$ cat config.mk
export PLATFORM = sky130hd
export DESIGN_NAME = stream_fifo_flat
export DESIGN_NICKNAME = d
export VERILOG_FILES = /design/src/rtl/stream_fifo_pkg.sv /design/src/rtl/stream_fifo_if.sv /design/src/rtl/stream_fifo_mem.sv /design/src/rtl/stream_fifo.sv /design/src/flat_wrapper.sv
export SDC_FILE = /design/constraint.sdc
export NUM_CORES = 1
export LEC_CHECK = 0
export CELL_PAD_IN_SITES_DETAIL_PLACEMENT = 1
export CELL_PAD_IN_SITES_GLOBAL_PLACEMENT = 2
export CORE_ASPECT_RATIO = 0.9
export CORE_MARGIN = 2
export CORE_UTILIZATION = 41
export DETAILED_ROUTE_END_ITERATION = 12
export HOLD_SLACK_MARGIN = 0.03
export PLACE_DENSITY = 0.73
export SYNTH_ARGS = -nofsm -noshare
export SYNTH_HDL_FRONTEND = slang
export SYNTH_HIERARCHICAL = 1
export SYNTH_SLANG_ARGS = --single-unit
$ cat constraint.sdc
create_clock -name clk -period 4.1 [get_ports clk]
set_input_delay 0.82 -clock clk [delete_from_list [all_inputs] [get_ports clk]]
set_output_delay 0.82 -clock clk [all_outputs]
set_load 0.02 [all_outputs]
$ cat src/rtl/stream_fifo_pkg.sv
// Shared constants for stream_fifo and the FIR/matmul wrappers that size
// their pointer and count buses from it.
package stream_fifo_pkg;

    localparam int SF_DATA_WIDTH = 32;
    localparam int SF_ADDR_WIDTH = 3;
    localparam int SF_PTR_WIDTH  = SF_ADDR_WIDTH + 1;
    localparam int SF_CNT_WIDTH  = SF_ADDR_WIDTH + 1;

    function automatic int sf_depth(input int addr_width);
        return 1 << addr_width;
    endfunction

    // Handshake events of one cycle.
    typedef struct packed {
        logic wr;
        logic rd;
    } sf_fire_t;

endpackage

$ cat src/rtl/stream_fifo_if.sv
// Valid/ready stream pair seen by the FIFO: the write side (in_*) and the
// read side (out_*). The FIFO takes the slave modport.
interface stream_fifo_if #(
    parameter int DATA_WIDTH = stream_fifo_pkg::SF_DATA_WIDTH
);
    logic                  in_valid;
    logic [DATA_WIDTH-1:0] in_data;
    logic                  in_ready;
    logic                  out_valid;
    logic [DATA_WIDTH-1:0] out_data;
    logic                  out_ready;

    modport slave (
        input  in_valid, in_data, out_ready,
        output in_ready, out_valid, out_data
    );

    modport master (
        output in_valid, in_data, out_ready,
        input  in_ready, out_valid, out_data
    );
endinterface

$ cat src/rtl/stream_fifo_mem.sv
// Storage array for stream_fifo: one synchronous write port, one
// asynchronous read port, no reset.
module fifo_mem #(
    parameter int DATA_WIDTH = 32,
    parameter int ADDR_WIDTH = 3
) (
    input  logic                  clk,
    input  logic                  we,
    input  logic [ADDR_WIDTH-1:0] waddr,
    input  logic [DATA_WIDTH-1:0] wdata,
    input  logic [ADDR_WIDTH-1:0] raddr,
    output logic [DATA_WIDTH-1:0] rdata
);
    localparam int DEPTH = 1 << ADDR_WIDTH;

    logic [DEPTH-1:0][DATA_WIDTH-1:0] mem;

    always_ff @(posedge clk) begin
        if (we) mem[waddr] <= wdata;
    end

    assign rdata = mem[raddr];
endmodule

$ cat src/rtl/stream_fifo.sv
// Single-clock first-word-fall-through FIFO with valid/ready on both sides,
// occupancy count, almost flags, flush. STREAM_FIFO_WATERMARK_EN adds max_level.
module stream_fifo
    import stream_fifo_pkg::*;
#(
    parameter int DATA_WIDTH = SF_DATA_WIDTH,
    parameter int ADDR_WIDTH = SF_ADDR_WIDTH,
    parameter int AF_THRESH  = sf_depth(ADDR_WIDTH) - 1,
    parameter int AE_THRESH  = 1
) (
    input  logic                clk,
    input  logic                rst_n,
    input  logic                flush,
    stream_fifo_if.slave        s,
    output logic [ADDR_WIDTH:0] count,
    output logic                almost_full,
    output logic                almost_empty,
    output logic [ADDR_WIDTH:0] max_level
);
    localparam int          DEPTH = sf_depth(ADDR_WIDTH);
    localparam int          CW    = ADDR_WIDTH + 1;
    localparam logic [ADDR_WIDTH:0] DEPTH_C = CW'(DEPTH);
    localparam logic [ADDR_WIDTH:0] AF_C    = CW'(AF_THRESH);
    localparam logic [ADDR_WIDTH:0] AE_C    = CW'(AE_THRESH);

    logic [ADDR_WIDTH:0]   wptr, rptr, cnt_nxt;
    logic [DATA_WIDTH-1:0] rd_data;
    logic                  empty, full;
    sf_fire_t              fire;

    assign empty = (wptr == rptr);
    assign full  = (wptr[ADDR_WIDTH] != rptr[ADDR_WIDTH]) &&
                   (wptr[ADDR_WIDTH-1:0] == rptr[ADDR_WIDTH-1:0]);

    // out_ready feeds in_ready combinationally so a full FIFO can take a
    // write in the same cycle its head is consumed.
    assign s.in_ready  = ~full | s.out_ready;
    assign s.out_valid = ~empty;
    assign s.out_data  = empty ? '0 : rd_data;

    assign fire.wr = s.in_valid & s.in_ready;
    assign fire.rd = s.out_valid & s.out_ready;

    fifo_mem #(
        .DATA_WIDTH (DATA_WIDTH),
        .ADDR_WIDTH (ADDR_WIDTH)
    ) u_mem (
        .clk   (clk),
        .we    (fire.wr & ~flush & rst_n),
        .waddr (wptr[ADDR_WIDTH-1:0]),
        .wdata (s.in_data),
        .raddr (rptr[ADDR_WIDTH-1:0]),
        .rdata (rd_data)
    );

    always_comb begin
        cnt_nxt = count;
        if (flush)                  cnt_nxt = '0;
        else if (fire.wr && !fire.rd) cnt_nxt = count + 1'b1;
        else if (!fire.wr && fire.rd) cnt_nxt = count - 1'b1;
    end

    always_ff @(posedge clk) begin
        if (!rst_n || flush) begin
            wptr  <= '0;
            rptr  <= '0;
            count <= '0;
        end else begin
            if (fire.wr) wptr <= wptr + 1'b1;
            if (fire.rd) rptr <= rptr + 1'b1;
            count <= cnt_nxt;
        end
    end

    assign almost_full  = (count >= AF_C);
    assign almost_empty = (count <= AE_C);

`ifdef STREAM_FIFO_WATERMARK_EN
    logic [ADDR_WIDTH:0] max_q;

    always_ff @(posedge clk) begin
        if (!rst_n || flush)     max_q <= '0;
        else if (cnt_nxt > max_q) max_q <= cnt_nxt;
    end

    assign max_level = max_q;
`else
    assign max_level = '0;
`endif

    a_cnt_range: assert property (@(posedge clk) disable iff (!rst_n) count <= DEPTH_C);
    a_cnt_ptr:   assert property (@(posedge clk) disable iff (!rst_n) count == CW'(wptr - rptr));
endmodule

$ cat src/flat_wrapper.sv
// flat-port wrapper written by rule: the top's interface ports become plain ports
module stream_fifo_flat import stream_fifo_pkg::*;
#(
    parameter int DATA_WIDTH = SF_DATA_WIDTH,
    parameter int ADDR_WIDTH = SF_ADDR_WIDTH,
    parameter int AF_THRESH  = sf_depth(ADDR_WIDTH) - 1,
    parameter int AE_THRESH  = 1
)
  (clk, rst_n, flush, count, almost_full, almost_empty, max_level, s_in_valid, s_in_data, s_out_ready, s_in_ready, s_out_valid, s_out_data);
  stream_fifo_if #(.DATA_WIDTH(DATA_WIDTH)) s_i ();
  input  logic clk;
  input  logic rst_n;
  input  logic flush;
  output logic [ADDR_WIDTH:0] count;
  output logic almost_full;
  output logic almost_empty;
  output logic [ADDR_WIDTH:0] max_level;
  input wire logic [$bits(s_i.in_valid)-1:0] s_in_valid;
  input wire logic [$bits(s_i.in_data)-1:0] s_in_data;
  input wire logic [$bits(s_i.out_ready)-1:0] s_out_ready;
  output wire logic [$bits(s_i.in_ready)-1:0] s_in_ready;
  output wire logic [$bits(s_i.out_valid)-1:0] s_out_valid;
  output wire logic [$bits(s_i.out_data)-1:0] s_out_data;
  assign s_i.in_valid = s_in_valid;
  assign s_i.in_data = s_in_data;
  assign s_i.out_ready = s_out_ready;
  assign s_in_ready = s_i.in_ready;
  assign s_out_valid = s_i.out_valid;
  assign s_out_data = s_i.out_data;
  stream_fifo #(.DATA_WIDTH(DATA_WIDTH), .ADDR_WIDTH(ADDR_WIDTH), .AF_THRESH(AF_THRESH), .AE_THRESH(AE_THRESH)) u_core (.clk(clk), .rst_n(rst_n), .flush(flush), .s(s_i), .count(count), .almost_full(almost_full), .almost_empty(almost_empty), .max_level(max_level));
endmodule
==> impl_metrics.tcl <==
set metrics [dict create \
    status "finished, final reports clean" \
    hold_violations 0 \
    crit_path_start_kind "register" \
    reg2regPathDepth 8 \
    synth-compound-area-share_pct 0.694 \
    synth-simple-area-share_pct 4.30 \
    grt_max_degree 39 \
    worstSetupPathDepth 5 \
    io_buffers 76 \
    seq_power_share_pct 53.6 \
    required_ps 3280 \
    arrival_ps 2960 \
    path_clk_slew_ps 60 \
    wirelength_um 21800 \
    pwr-share-clk_pct 41.9 \
    holdBufCountCts 0 \
    synth_fa_ha_area_share_pct 0.579 \
    synth_enable_flop_cells 256 \
    max_cap_violations 0 \
    slowest_stage "mux4_1" \
    htreeDepth 1 \
    diodes 0 \
    setup-tns-final_ps 0 \
    crit_path_cell_trace "buf_4 > mux4_1 > mux2_2 > and2_1 > clkdlybuf4s50_1" \
    ys_seq_area_share_pct 73.3 \
    swShare_pct 20.2 \
    dr.pass1.iters 4 \
    synth-seq-cells 268 \
    syn_area_per_cell_um2 21.0 \
    synthXorXnorAreaFrac_pct 0.972 \
    fp-row-count 56 \
    mostFrequentLayoutCells "256 x edfxtp_1, 76 x clkdlybuf4s50_1, 40 x mux4_1, 32 x and2_1, 32 x mux2_2" \
    grt_pass1_wl_um 33500 \
    dr.first_iter.drc_count 340 \
    p_int_mw 4.49 \
    final_layout_size_suffix_gt1_share_pct 20.0 \
    fmaxAchievable_mhz 265 \
    pin_count 81 \
    whs_ps 560 \
    drv_slew 0 \
    ys.flop_type "edfxtp_1" \
    syn_area_um2 10800 \
    p_switching_mw 1.14 \
    synth_top_family_by_area "multiplexers" \
    p_comb_share_pct 4.5 \
    hpwl_um 13000 \
    ant_nets 0 \
    crit_family "buffers and inverters" \
    worst_pin_slew_ps 605 \
    critPathBufInv 2 \
    antenna_found_initial 0 \
    path_class "reg -> out" \
    syn_to_final_growth_pct 20.0 \
    min_period_over_period_pct 92.2 \
    grt_setup_unrepaired "false" \
    place_area_um2 12100 \
    cts_tree "yes" \
    place_congestion 0.720 \
    muxShareOfSynthArea_pct 18.2 \
    cts.path.max_buffers 3 \
    start_util_pct 41.6 \
    root_buffer "clkbuf_16" \
    clk_latency_ps 530 \
    skew_ps 16.3 \
    die_area_um2 27700 \
    finalSetupViolations 0 \
    powerDensity_nw_per_um2 434 \
    drc 0 \
    synth.distinct_cells 38 \
    route.detailed.wl_per_inst_um 22.2 \
    die_h_um 158 \
    vias 5179 \
    async_flop_share_pct 0 \
    final_util_pct 49.9 \
    core_um2 26000 \
    cts_setup_buffers 0 \
    cts_resized 0 \
    min_period_ps 3780 \
    final_common_cell "edfxtp_1" \
    end_kind "output port" \
    grt_pass1_vias 5495 \
    leakagePower_nw 4.11 \
    fillCellCount 2355 \
    numCtsBuffers 28 \
    finalNetCount 657 \
    ys_warn_count 6 \
    slew_headroom_pct 59.6 \
    grt.total_usage_pct 16.1 \
    hold_depth 2 \
    routed_via_density 5.26 \
    crit_path_max_fanout 30 \
    vdd_ir_drop_max_mv 0.261 \
    critical_path.max_stage_delay_ps 640 \
    clkSinkCount 268 \
    die_w_um 175 \
    final_area_um2 13000 \
    synthCells 515 \
    grt-ovfl-total 0 \
    hold_class "reg -> reg" \
]
==> final timing paths <==
kind / end / slack, ps / startpoint
max reg2reg: u_core/u_mem/mem[174]$_DFFE_PP_ / 930 / u_core/rptr[0]$_SDFFE_PP0P_
min reg2reg: u_core/wptr[1]$_SDFFE_PP0P_ / 560 / u_core/wptr[1]$_SDFFE_PP0P_
min: u_core/wptr[1]$_SDFFE_PP0P_ / 560 / u_core/wptr[1]$_SDFFE_PP0P_
max: s_out_data[4] / 320 / u_core/rptr[0]$_SDFFE_PP0P_
==> final cells by class <==
type                            count  area, um^2  share of cell area, %
Clock inverter                     14        72.6                  0.559
Timing Repair Buffer               96         961                   7.40
Clock buffer                       37         796                   6.13
Inverter                            4        15.0                  0.116
Multi-Input combinational cell    217        2760                   21.3
Sequential cell                   268        7940                   61.1
Tap cell                          348         435                   3.35
==> power groups by stage <==
stage | logic (mW) | registers (mW) | clock network [mW]
detailed placement | 0.258 | 3.08 | 0
floorplan | 0.122 | 3.08 | 0
global route | 0.274 | 3.02 | 2.51
CTS | 0.259 | 3.02 | 2.42
finish | 0.253 | 3.02 | 2.36
global placement | 0.250 | 3.08 | 0
==> kinds of logic after synthesis <==
| family | Yosys count |
|---|---|
| DFF | 268 |
| muxes | 98 |
| and+or+nand+nor | 86 |
| buffers and inverters | 33 |
| AOI/OAI and AO/OA | 12 |
| xor gates and xnor gates | 12 |
| adders and majority gates | 5 |
| other | 1 |
==> routing by layer <==
metal | track usage, % | wire length, um | share of wire [%] | vias up
met5 | 0 | 0 | 0 | -
met4 | 4.17 | 423 | 1.9 | 0
met3 | 2.52 | 844 | 3.9 | 35
met2 | 27.5 | 10700 | 49 | 118
met1 | 21.8 | 9790 | 45 | 2713
li1 | - | - | - | 2313
==> worst reg2reg max path, stage by stage, from the launching register on <==
cell and delay, ps:
dfxtp_4 360, buf_4 460, xnor2_1 240, nand4_1 300, o21ai_1 180, nor2_1 180
nand2b_1 250, nor2_4 570, buf_4 320
==> state kept, by name, summed over array words and instances, names as in the netlist <==
register,cells
u_core/rptr,4
u_core/wptr,4
u_core/u_mem/mem,256
u_core/count,4
==> per-stage QoR <==
stage	power [mW]	instances	setup slack, ps
floorplan	3.20	518	789
detailed placement	3.33	933	765
finish	5.63	984	320
CTS	5.70	984	243
global route	5.81	984	187
global placement	3.33	933	811
==> cells in the mapped netlist, types with 2 or more instances <==
master	instances	share of area [%]
a21oi_1	3	0.14
and2_1	32	1.9
and4_1	2	0.16
buf_1	7	0.24
buf_4	4	0.28
buf_6	8	0.83
clkbuf_1	9	0.31
dfxtp_1	12	2.2
edfxtp_1	256	71
ha_1	5	0.58
inv_1	4	0.14
mux2_2	32	3.3
mux4_1	40	9.7
mux4_2	24	5.0
nand2_1	10	0.35
nand2b_1	5	0.29
nand3_1	7	0.32
nand4_1	3	0.17
nor2_1	18	0.62
nor3_1	4	0.19
o21ai_1	3	0.14
xnor2_1	6	0.49
xor2_1	6	0.49
(Power assumes the default switching activity.)
